===== src/rtl/eth_axis_packet_gen_pkg.sv =====
// eth_axis_pkt_gen_pkg: shared types and helpers for the AXI4-Stream packet generator.
//   mode_e          payload mode (counter / fixed / PRBS31; reserved encoding behaves as fixed)
//   state_e         generator FSM states
//   PRBS31_SEED     LFSR value after reset
//   keep_from_rem() tkeep mask from (length mod keep width); remainder 0 means a full beat
package eth_axis_pkt_gen_pkg;

    typedef enum logic [1:0] {
        MODE_COUNTER = 2'd0,
        MODE_FIXED   = 2'd1,
        MODE_PRBS    = 2'd2,
        MODE_RSVD    = 2'd3
    } mode_e;

    typedef enum logic [1:0] {
        IDLE = 2'd0,
        DATA = 2'd1,
        GAP  = 2'd2,
        DONE = 2'd3
    } state_e;

    localparam logic [30:0] PRBS31_SEED = 31'h7FFF_FFFF;

    // Upper bound on tkeep width (DATA_WIDTH up to 1024); callers slice the low bits.
    localparam int KEEP_MAX = 128;

    function automatic logic [KEEP_MAX-1:0] keep_from_rem(input int unsigned rem,
                                                         input int unsigned kw);
        keep_from_rem = '0;
        for (int unsigned i = 0; i < KEEP_MAX; i++) begin
            if (i < kw && (rem == 0 || i < rem)) keep_from_rem[i] = 1'b1;
        end
    endfunction

endpackage


===== src/rtl/eth_axis_packet_gen_if.sv =====
// eth_axis_packet_gen_if: AXI4-Stream data channel between the packet generator and its sink.
//   tdata/tkeep/tvalid/tlast : master -> slave
//   tready                   : slave -> master
interface eth_axis_packet_gen_if #(
    parameter int DATA_WIDTH = 64,
    parameter int KEEP_WIDTH = DATA_WIDTH / 8
) ();
    logic [DATA_WIDTH-1:0] tdata;
    logic [KEEP_WIDTH-1:0] tkeep;
    logic                  tvalid;
    logic                  tlast;
    logic                  tready;

    modport master (output tdata, output tkeep, output tvalid, output tlast, input tready);
    modport slave  (input tdata, input tkeep, input tvalid, input tlast, output tready);
endinterface


===== src/rtl/eth_axis_packet_gen_prbs31.sv =====
// prbs31_gen: PRBS31 (x^31 + x^28 + 1) word source.
//   clk, rst_n : clock, async active-low reset (state returns to PRBS31_SEED)
//   advance    : consume the current word; state steps WIDTH bits
//   word       : next WIDTH sequence bits, first generated bit in bit 0
// The word is a pure function of the held state, so it stays stable until advance.
module prbs31_gen
    import eth_axis_pkt_gen_pkg::*;
#(
    parameter int WIDTH = 64
) (
    input  logic             clk,
    input  logic             rst_n,
    input  logic             advance,
    output logic [WIDTH-1:0] word
);
    logic [30:0] lfsr;
    logic [30:0] lfsr_nxt;

    always_comb begin
        lfsr_nxt = lfsr;
        word     = '0;
        for (int i = 0; i < WIDTH; i++) begin
            word[i]  = lfsr_nxt[30] ^ lfsr_nxt[27];
            lfsr_nxt = {lfsr_nxt[29:0], word[i]};
        end
    end

    always_ff @(posedge clk or negedge rst_n) begin
        if (!rst_n)       lfsr <= PRBS31_SEED;
        else if (advance) lfsr <= lfsr_nxt;
    end
endmodule


===== src/rtl/eth_axis_packet_gen.sv =====
// eth_axis_packet_gen: AXI4-Stream test-packet source (counter / fixed / PRBS31 payload).
//   m00_axis_aclk, m00_axis_aresetn : clock, async active-low reset
//   enable                          : level run request
//   cfg_mode/len_bytes/gap_cycles/pkt_count/pattern : per-packet configuration,
//                                     captured when a packet's first beat is entered
//   m00_axis                        : AXIS master (eth_axis_packet_gen_if.master)
//   busy, done, pkts_sent           : run status
// Optional: define ETH_AXIS_PKT_GEN_STATS_EN to add stat_bytes / stat_stall_cycles.
module eth_axis_packet_gen
    import eth_axis_pkt_gen_pkg::*;
#(
    parameter int DATA_WIDTH = 64,
    parameter int KEEP_WIDTH = DATA_WIDTH / 8,
    parameter int LEN_WIDTH  = 16,
    parameter int GAP_WIDTH  = 8
) (
    input  logic                  m00_axis_aclk,
    input  logic                  m00_axis_aresetn,
    input  logic                  enable,
    input  logic [1:0]            cfg_mode,
    input  logic [LEN_WIDTH-1:0]  cfg_len_bytes,
    input  logic [GAP_WIDTH-1:0]  cfg_gap_cycles,
    input  logic [31:0]           cfg_pkt_count,
    input  logic [DATA_WIDTH-1:0] cfg_pattern,
    eth_axis_packet_gen_if.master m00_axis,
    output logic                  busy,
    output logic                  done,
    output logic [31:0]           pkts_sent
`ifdef ETH_AXIS_PKT_GEN_STATS_EN
    ,
    output logic [47:0]           stat_bytes,
    output logic [31:0]           stat_stall_cycles
`endif
);
    state_e                state, state_d;
    mode_e                 mode_q;
    logic [LEN_WIDTH-1:0]  bytes_left;
    logic [GAP_WIDTH-1:0]  gap_q, gap_cnt;
    logic [31:0]           count_q, pkts_q, pkts_inc;
    logic [DATA_WIDTH-1:0] pattern_q, cnt_word, prbs_word;
    logic [15:0]           beat_idx;
    logic [KEEP_MAX-1:0]   keep_full;
    logic                  tvalid, accept, is_last, pkt_end, final_pkt;
    logic                  start_pkt, start_run;

    assign tvalid    = (state == DATA);
    assign accept    = tvalid & m00_axis.tready;
    assign is_last   = (bytes_left <= LEN_WIDTH'(KEEP_WIDTH));
    assign pkt_end   = accept & is_last;
    assign pkts_inc  = (pkts_q == '1) ? pkts_q : pkts_q + 32'd1;
    assign final_pkt = (count_q != 32'd0) && (pkts_inc == count_q);

    always_comb begin
        state_d   = state;
        start_pkt = 1'b0;
        start_run = 1'b0;
        case (state)
            IDLE: if (enable) begin
                state_d   = DATA;
                start_pkt = 1'b1;
                start_run = 1'b1;
            end
            DATA: if (pkt_end) begin
                if (final_pkt)           state_d = DONE;
                else if (!enable)        state_d = IDLE;
                else if (gap_q != '0)    state_d = GAP;
                else begin
                    state_d   = DATA;
                    start_pkt = 1'b1;
                end
            end
            GAP: if (gap_cnt <= GAP_WIDTH'(1)) begin
                state_d   = DATA;
                start_pkt = 1'b1;
            end
            DONE: if (!enable) state_d = IDLE;
            default: state_d = IDLE;
        endcase
    end

    always_ff @(posedge m00_axis_aclk or negedge m00_axis_aresetn) begin
        if (!m00_axis_aresetn) begin
            state      <= IDLE;
            mode_q     <= MODE_COUNTER;
            bytes_left <= '0;
            gap_q      <= '0;
            gap_cnt    <= '0;
            count_q    <= '0;
            pattern_q  <= '0;
            beat_idx   <= '0;
            pkts_q     <= '0;
        end else begin
            state <= state_d;
            // A new packet's load wins over the accept of the previous last beat.
            if (start_pkt) begin
                mode_q     <= mode_e'(cfg_mode);
                bytes_left <= (cfg_len_bytes == '0) ? LEN_WIDTH'(1) : cfg_len_bytes;
                gap_q      <= cfg_gap_cycles;
                count_q    <= cfg_pkt_count;
                pattern_q  <= cfg_pattern;
                beat_idx   <= '0;
            end else if (accept) begin
                bytes_left <= bytes_left - LEN_WIDTH'(KEEP_WIDTH);
                beat_idx   <= beat_idx + 16'd1;
            end
            if (pkt_end)            gap_cnt <= gap_q;
            else if (state == GAP)  gap_cnt <= gap_cnt - GAP_WIDTH'(1);
            if (start_run)          pkts_q  <= '0;
            else if (pkt_end)       pkts_q  <= pkts_inc;
        end
    end

    // PRBS only moves on beats that actually carried PRBS payload.
    prbs31_gen #(.WIDTH(DATA_WIDTH)) u_prbs (
        .clk     (m00_axis_aclk),
        .rst_n   (m00_axis_aresetn),
        .advance (accept && mode_q == MODE_PRBS),
        .word    (prbs_word)
    );

    generate
        if (DATA_WIDTH > 32) begin : g_cnt_wide
            assign cnt_word = {pattern_q[DATA_WIDTH-1:32], pkts_q[15:0], beat_idx};
        end else begin : g_cnt_narrow
            assign cnt_word = {pkts_q[15:0], beat_idx};
        end
    endgenerate

    // On the last beat bytes_left is 1..KEEP_WIDTH; a full beat maps to remainder 0.
    assign keep_full = keep_from_rem((is_last && bytes_left != LEN_WIDTH'(KEEP_WIDTH))
                                     ? 32'(bytes_left) : 32'd0, 32'(KEEP_WIDTH));

    always_comb begin
        m00_axis.tvalid = tvalid;
        m00_axis.tlast  = tvalid & is_last;
        m00_axis.tkeep  = tvalid ? keep_full[KEEP_WIDTH-1:0] : '0;
        m00_axis.tdata  = '0;
        if (tvalid) begin
            case (mode_q)
                MODE_COUNTER: m00_axis.tdata = cnt_word;
                MODE_PRBS:    m00_axis.tdata = prbs_word;
                default:      m00_axis.tdata = pattern_q;
            endcase
        end
    end

    assign busy      = (state == DATA) || (state == GAP);
    assign done      = (state == DONE);
    assign pkts_sent = pkts_q;

`ifdef ETH_AXIS_PKT_GEN_STATS_EN
    logic [48:0] bytes_sum;
    assign bytes_sum = {1'b0, stat_bytes}
                     + 49'(is_last ? 32'(bytes_left) : 32'(KEEP_WIDTH));

    always_ff @(posedge m00_axis_aclk or negedge m00_axis_aresetn) begin
        if (!m00_axis_aresetn) begin
            stat_bytes        <= '0;
            stat_stall_cycles <= '0;
        end else if (start_run) begin
            stat_bytes        <= '0;
            stat_stall_cycles <= '0;
        end else begin
            if (accept)
                stat_bytes <= bytes_sum[48] ? '1 : bytes_sum[47:0];
            if (tvalid && !m00_axis.tready && stat_stall_cycles != '1)
                stat_stall_cycles <= stat_stall_cycles + 32'd1;
        end
    end
`endif
endmodule


===== src/flat_wrapper.sv =====
// flat-port wrapper written by rule: the top's interface ports become plain ports
module eth_axis_packet_gen_flat import eth_axis_pkt_gen_pkg::*;
#(
    parameter int DATA_WIDTH = 64,
    parameter int KEEP_WIDTH = DATA_WIDTH / 8,
    parameter int LEN_WIDTH  = 16,
    parameter int GAP_WIDTH  = 8
)
  (m00_axis_aclk, m00_axis_aresetn, enable, cfg_mode, cfg_len_bytes, cfg_gap_cycles, cfg_pkt_count, cfg_pattern, busy, done, pkts_sent, m00_axis_tdata, m00_axis_tkeep, m00_axis_tvalid, m00_axis_tlast, m00_axis_tready);
  eth_axis_packet_gen_if #(.DATA_WIDTH(DATA_WIDTH), .KEEP_WIDTH(KEEP_WIDTH)) m00_axis_i ();
  input  logic m00_axis_aclk;
  input  logic m00_axis_aresetn;
  input  logic enable;
  input  logic [1:0] cfg_mode;
  input  logic [LEN_WIDTH-1:0] cfg_len_bytes;
  input  logic [GAP_WIDTH-1:0] cfg_gap_cycles;
  input  logic [31:0] cfg_pkt_count;
  input  logic [DATA_WIDTH-1:0] cfg_pattern;
  output logic busy;
  output logic done;
  output logic [31:0] pkts_sent;
  output wire logic [$bits(m00_axis_i.tdata)-1:0] m00_axis_tdata;
  output wire logic [$bits(m00_axis_i.tkeep)-1:0] m00_axis_tkeep;
  output wire logic [$bits(m00_axis_i.tvalid)-1:0] m00_axis_tvalid;
  output wire logic [$bits(m00_axis_i.tlast)-1:0] m00_axis_tlast;
  input wire logic [$bits(m00_axis_i.tready)-1:0] m00_axis_tready;
  assign m00_axis_tdata = m00_axis_i.tdata;
  assign m00_axis_tkeep = m00_axis_i.tkeep;
  assign m00_axis_tvalid = m00_axis_i.tvalid;
  assign m00_axis_tlast = m00_axis_i.tlast;
  assign m00_axis_i.tready = m00_axis_tready;
  eth_axis_packet_gen #(.DATA_WIDTH(DATA_WIDTH), .KEEP_WIDTH(KEEP_WIDTH), .LEN_WIDTH(LEN_WIDTH), .GAP_WIDTH(GAP_WIDTH)) u_core (.m00_axis_aclk(m00_axis_aclk), .m00_axis_aresetn(m00_axis_aresetn), .enable(enable), .cfg_mode(cfg_mode), .cfg_len_bytes(cfg_len_bytes), .cfg_gap_cycles(cfg_gap_cycles), .cfg_pkt_count(cfg_pkt_count), .cfg_pattern(cfg_pattern), .m00_axis(m00_axis_i), .busy(busy), .done(done), .pkts_sent(pkts_sent));
endmodule

===== config.mk =====
export PLATFORM = sky130hd
export DESIGN_NAME = eth_axis_packet_gen_flat
export DESIGN_NICKNAME = d
export VERILOG_FILES = /design/src/rtl/eth_axis_packet_gen_pkg.sv /design/src/rtl/eth_axis_packet_gen_if.sv /design/src/rtl/eth_axis_packet_gen_prbs31.sv /design/src/rtl/eth_axis_packet_gen.sv /design/src/flat_wrapper.sv
export SDC_FILE = /design/constraint.sdc
export NUM_CORES = 1
export LEC_CHECK = 0
export BUFFER_PORTS_ARGS = -buffer_cell sky130_fd_sc_hd__clkbuf_2
export CAP_MARGIN = 10
export CORE_MARGIN = 4
export CORE_UTILIZATION = 52
export CTS_BUF_LIST = sky130_fd_sc_hd__clkbuf_8 sky130_fd_sc_hd__clkbuf_16
export DETAILED_ROUTE_END_ITERATION = 12
export PLACE_DENSITY = 0.76
export REMOVE_ABC_BUFFERS = 1
export SKIP_LAST_GASP = 1
export SYNTH_ARGS = -nofsm -noshare
export SYNTH_HDL_FRONTEND = slang
export SYNTH_SLANG_ARGS = --single-unit

===== constraint.sdc =====
create_clock -name m00_axis_aclk -period 5.98 [get_ports m00_axis_aclk]
set_input_delay 0 -clock m00_axis_aclk [delete_from_list [all_inputs] [get_ports m00_axis_aclk]]
set_output_delay 0 -clock m00_axis_aclk [all_outputs]
set_load 0.02 [all_outputs]

======== After elaboration in Yosys (flattened, before gate mapping) ========
Index checks and enable logic that the tools add are counted.
cells by class
  add/sub/neg operators ................... 4
  $lt $le $gt $ge ......................... 10
  equal/unequal tests ..................... 11
  multiplexer cells ....................... 38
  bitwise logic cells ..................... 67
  reductions and logical operators ........ 22
operators with widths
  operator                                               count
  < comparator 3 x 32 -> 1 bit (first input constant)    4
  case mux 64 bit (2 select lines)                       1
  two-way mux 16 bit                                     6
  two-way mux 32 bit                                     3
  < comparator 1 x 32 -> 1 bit (first input constant)    2
  < comparator 2 x 32 -> 1 bit (first input constant)    2
  two-way mux 64 bit                                     1
  bitwise XOR 1 bit                                      64
  adder 32 x 1 -> 32 bit (second input constant)         1
  == test 32 bit                                         1
  == test 32 bit (second input constant)                 1
  logical NOT 32 bit                                     1
  nonzero test 32 bit                                    1
  two-way mux 8 bit                                      3
  adder 16 x 1 -> 16 bit (second input constant)         1
  <= comparator 16 x 4 -> 1 bit (second input constant)  1
  logical NOT 16 bit                                     1
  != test 16 x 4 -> 1 bit (second input constant)        1
  subtractor 16 x 4 -> 16 bit (second input constant)    1
  two-way mux 1 bit                                      15
  two-way mux 2 bit                                      7
  logical OR 1 bit                                       9
  <= comparator 8 x 1 -> 1 bit (second input constant)   1
  case mux 2 bit (4 select lines)                        1
  other kinds (12)                                       23
word-level totals
  register bits ........................... 211
  input port bits ......................... 126
  word-level logic and storage cells ...... 162

======== Depth between registers and ports, before layout ========
  word-level depth ........................ 8
  depth in mapped cells ................... 15
  gate-level depth less buffers ........... 11

======== By module ========
A second synthesis with hierarchy kept.
unflattened totals
  cell total of the unflattened synthesis .. 1298
  area, all modules ....................... 13374.1 um^2
by module, submodules not included
  module               instances  cells an instance  area each (um^2)  sequential area each (um^2)
  eth_axis_packet_gen  1          1137               11489.8           4504.3
  prbs31_gen           1          161                1884.3            814.5

======== Worst setup path before layout ========
OpenSTA, ideal clock, no wires.
  path kind ............................... reg2reg
  from .................................... register u_core.pkts_q[5], in the netlist u_core.pkts_sent[5]
  to ...................................... register u_core.pattern_q[21]
  data arrival time ....................... 3951 ps
  path slack .............................. 1903 ps
  cell stages (with the launch flop) ...... 14
  path buffers ............................ 4
  cell sequence ........................... dfrtp_1 > buf_2 > nand4_2 > nor4_1 > o211ai_2 > or3_1 > xnor2_1 > or4_1 > or4_4 > o31a_1 > buf_6 > buf_6 > buf_6 > mux2_4
on the way
  longest elaborated chain between the ends .. 7
  elaborated cells on any way between the ends .. 8
ends and longest elaborated chain
  element                                                          line                        RTL
  start, declared                                                  eth_axis_packet_gen.sv:39   logic [31:0] count_q, pkts_q, pkts_inc;
  start signal, assigned                                           eth_axis_packet_gen.sv:109  else if (pkt_end) pkts_q <= pkts_inc;
  adder 32 x 1 -> 32 bit / == test 32 bit (equally long branches)  eth_axis_packet_gen.sv:50   assign pkts_inc = (pkts_q == '1) ? pkts_q : pkts_q + 32'd1;
  two-way mux 32 bit (*)                                           eth_axis_packet_gen.sv:50
  == test 32 bit (*)                                               eth_axis_packet_gen.sv:51   assign final_pkt = (count_q != 32'd0) && (pkts_inc == count_q);
  logical AND 1 bit (*)                                            eth_axis_packet_gen.sv:51
  two-way mux 1 bit (*)                                            eth_axis_packet_gen.sv:64   if (final_pkt) state_d = DONE;
  two-way mux 1 bit (*)                                            eth_axis_packet_gen.sv:63   DATA: if (pkt_end) begin
  case mux 1 bit (3 select lines) (*)                              eth_axis_packet_gen.sv:57   case (state)
  end signal, assigned                                             eth_axis_packet_gen.sv:100  pattern_q <= cfg_pattern;
  end, declared                                                    eth_axis_packet_gen.sv:40   logic [DATA_WIDTH-1:0] pattern_q, cnt_word, prbs_word;
Mark *: on every way between the ends. The rest lies on a longest branch, timed or not.
A chain may end at the register's enable or synchronous reset.

======== Worst setup path after layout ========
  from .................................... register u_core.pkts_q[9], in the netlist u_core.pkts_sent[9]
  to ...................................... register u_core.count_q[18]
on the way
  longest elaborated chain between the ends .. 7
  elaborated cells on any way between the ends .. 8
ends and longest elaborated chain
  element                                                          line                       RTL
  adder 32 x 1 -> 32 bit / == test 32 bit (equally long branches)  eth_axis_packet_gen.sv:50
  two-way mux 32 bit (*)                                           eth_axis_packet_gen.sv:50
  == test 32 bit (*)                                               eth_axis_packet_gen.sv:51
  logical AND 1 bit (*)                                            eth_axis_packet_gen.sv:51
  two-way mux 1 bit (*)                                            eth_axis_packet_gen.sv:64
  two-way mux 1 bit (*)                                            eth_axis_packet_gen.sv:63
  case mux 1 bit (3 select lines) (*)                              eth_axis_packet_gen.sv:57
  end signal, assigned                                             eth_axis_packet_gen.sv:99  count_q <= cfg_pkt_count;
  end, declared                                                    eth_axis_packet_gen.sv:39
Marks and branches as above.

==> impl_metrics.csv <==
group,metric,value,unit
outcome,status,"finished, final reports clean",
timing,hold_viol_final,0,
worst_setup_path,r2r_cells,10,
global_routing,antenna_found_initial,0,
timing,slew_violations,0,
worst_setup_path,worstReg2RegEnd,"u_core.count_q[18]",
cts,cts_tree,"yes",
logic_synthesis,synth-simple-area-share,0.190,
routing,via_count,11600,
routing,drc,0,
floorplanning,start_util,0.531,
floorplanning,rows,57,
global_routing,grt_start_max_net_pins,116,
logic_synthesis,ys_ff_latch,211,
floorplanning,dieArea,27500,um2
global_routing,first_global_vias,11600,
logic_synthesis,synth_xor_area_frac,0.113,
cts,cts.repair.resized,0,
logic_synthesis,ys_types,70,
place,dp_hpwl,26.8,mm
final_layout,area_growth,24.9,%
floorplanning,num_io_pins,234,
power,total_power,6510,uW
place,dp_slack,1.20,ns
worst_setup_path,worstPathRequired,6.38,ns
timing,max_freq,203,MHz
final_layout,nets,1785,
routing,drt-wirelength-per-cell,20.0,um
routing,drt-pass1-iter-count,5,
logic_synthesis,synth_common_cells,"dfrtp_1 (180), nand2_1 (139), nor2_1 (121)",
global_routing,grt_usage,0.280,
final_layout,fillCellCount,1902,
cts,clkLatencyLatePin,0.53,ns
cts,cts_root_buffer,"clkbuf_16",
logic_synthesis,synth_compound_area_frac,0.130,
timing,maxSlewHeadroom,0.181,
logic_synthesis,syn_inst,1364,
routing,drt_first_iter_violations,1042,
logic_synthesis,ys.flop_type,"dfrtp_1",
floorplanning,core,24400,um2
floorplanning,die-height,166,um
logic_synthesis,syn-cell-area,13000,um2
logic_synthesis,yosys.area.top_type,"dfrtp_1",
logic_synthesis,synthMuxAreaShare,0.103,
logic_synthesis,syn_avg_cell_area,9.50,um2
logic_synthesis,yosysMostFrequentCell,"dfrtp_1",
timing,period_share,0.825,
worst_setup_path,r2r_start,"u_core.pkts_sent[9]",
min_path,hold_path_class,"primary input to asynchronous set/reset pin",
place,gp_congestion,0.976,
place,portBuffers,233,
logic_synthesis,synth_fa_ha_area_frac,0.00869,
final_layout,drive_above_1_share,0.261,
place,placedCellCount,1823,
global_routing,grt_pass1_wl,63.8,mm
logic_synthesis,synth_top_area_frac,0.348,
timing,rsz0062_at_grt,"false",
routing,wirelength,39.9,mm
power,power_density,402,nW/um2
cts,cts_sinks,211,
timing,clock_skew,0.0227,ns
cts,clk_pin_slew,0.06,ns
timing,fin_crit,4.93,ns
logic_synthesis,ys_seq_area_frac,0.411,
logic_synthesis,ys_top_cells_by_area,"dfrtp_1 (35%), xnor2_1 (7.8%), mux2_2 (7.5%)",
cts,htree_num_levels,1,
logic_synthesis,async_flop_share,1.00,
worst_setup_path,cp.arrival,5.33,ns
routing,vias_per_cell,5.81,
worst_setup_path,crit_type,"register to register",
run,max_cap_violations,0,
final_layout,multiInputGateArea,7080,um2
final_layout,utilization,0.664,
timing,setup_tns,0,ns
final_layout,seqCellArea,5320,um2
power,ir_drop,0.301,mV
worst_setup_path,r2r_slack,1.05,ns
cts,postCtsSetupBuffers,0,
worst_setup_path,cp-start-kind,"register",
worst_setup_path,worstSetupEndpointType,"register",
timing,finalSetupViolCount,0,
cts,clk_path_buf_depth,3,
timing,setup_slack,1.05,ns
cts,numCtsBuffers,24,
power,leakage,0.00708,uW
logic_synthesis,synth_top_family_by_area,"simple AND/OR/NAND/NOR gates",
worst_setup_path,cp_max_fo,41,
global_routing,grt_overflow_total,0,
logic_synthesis,synth_edf_count,0,
timing,worstMarginPinSlew,1.22,ns
logic_synthesis,yosysWarnings,0,
routing,ant_nets,0,
floorplanning,die_w,166,um
final_layout,instances_no_fill,1992,
## through the flow
stage / instance area (um2) / hold slack, ns
2_1_floorplan: 12500 / -0.296
3_3_place_gp: 14200 / 0.125
3_5_place_dp: 14200 / 0.121
4_1_cts: 16200 / 0.140
5_1_grt: 16200 / 0.204
6_report: 16200 / 0.111
## registers in the layout, summed over array words and instances (netlist names)
signal / cells
u_core.pkts_sent: 32
u_core.gap_cnt: 8
u_core.state: 2
u_core.pattern_q: 64
u_core.u_prbs.lfsr: 31
u_core.beat_idx: 16
u_core.bytes_left: 16
u_core.count_q: 32
u_core.mode_q: 2
u_core.gap_q: 8
## per-layer routing
metal / wire length, um / share of wire / vias up / GRT usage
met5: 0 / 0 / - / 0
met4: 1450 / 0.036 / 0 / 0.0922
met3: 2520 / 0.063 / 105 / 0.0450
met1: 17000 / 0.43 / 5585 / 0.382
li1: - / - / 5370 / -
met2: 18900 / 0.48 / 514 / 0.458
## layout make-up
| class | instances | share of cell area |
|---|---|---|
| clock buffer | 29 | 0.0414 |
| clock inverter | 14 | 0.00456 |
| sequential | 211 | 0.329 |
| tap | 324 | 0.0250 |
| timing repair buffer | 369 | 0.157 |
| antenna | 1 | 0.000155 |
| inverter | 24 | 0.00557 |
| multi-input combinational | 1020 | 0.437 |
## logic make-up after synthesis
| group | Yosys count |
|---|---|
| buf+inv | 133 |
| flops | 211 |
| fa+ha+maj | 9 |
| simple gates | 485 |
| mux | 112 |
| xor+xnor | 167 |
| compound gates | 247 |
## cell usage in the layout (no fill, tap or decap), types with 12 or more instances in the layout
master | Yosys | final
clkbuf_2 | 1 | 232
dfrtp_1 | 180 | 178
nand2_1 | 139 | 139
dlygate4sd3_1 | 0 | 125
nor2_1 | 121 | 121
xnor2_1 | 116 | 116
mux2_2 | 86 | 86
a21oi_1 | 53 | 53
o21ai_0 | 52 | 52
xor2_1 | 51 | 51
nor2b_1 | 39 | 38
inv_1 | 24 | 35
a211oi_1 | 35 | 35
nor4_1 | 32 | 32
dfstp_2 | 31 | 31
nand3_1 | 30 | 30
o211a_1 | 26 | 26
nand4_1 | 25 | 25
clkbuf_16 | 0 | 24
mux2_4 | 21 | 21
and3_1 | 20 | 20
and2_1 | 19 | 19
nor3_1 | 14 | 14
a31oi_1 | 12 | 12
## worst max-delay path by stage
stage,from,endpoint,depth (start not counted)
finish,u_core.pkts_sent[9],u_core.count_q[18],10
global route,u_core.pkts_sent[12],u_core.count_q[20],10
CTS,u_core.pkts_sent[9],u_core.pattern_q[26],10
detailed placement,u_core.pkts_sent[9],u_core.pattern_q[26],10
global placement,u_core.pkts_sent[2],u_core.pattern_q[26],10
floorplan,u_core.state[1],u_core.count_q[0],9
## critical path, cell delays in order, from the launching register on
cell,delay [ns]
dfrtp_1,0.51
nand3_1,0.32
nor4_1,0.68
o211ai_2,0.31
or3_1,0.45
xnor2_1,0.16
or4_1,0.51
or4_4,0.47
o31a_2,0.66
buf_12,0.35
mux2_2,0.31
## report_power, final
group | switching (uW) | total (uW) | internal, uW
logic | 1560 | 2780 | 1220
clock network | 598 | 1390 | 789
registers | 471 | 2340 | 1860
total | 2630 | 6510 | 3870
## what timing repair did
| item | 4_1_cts | 5_1_grt |
|---|---|---|
| hold buffers | 125 | 0 |
| endpoints found under the setup margin | 0 | 0 |
| endpoints found under the hold margin | 216 | 0 |
Note: power is estimated with default switching activity, not from simulation.
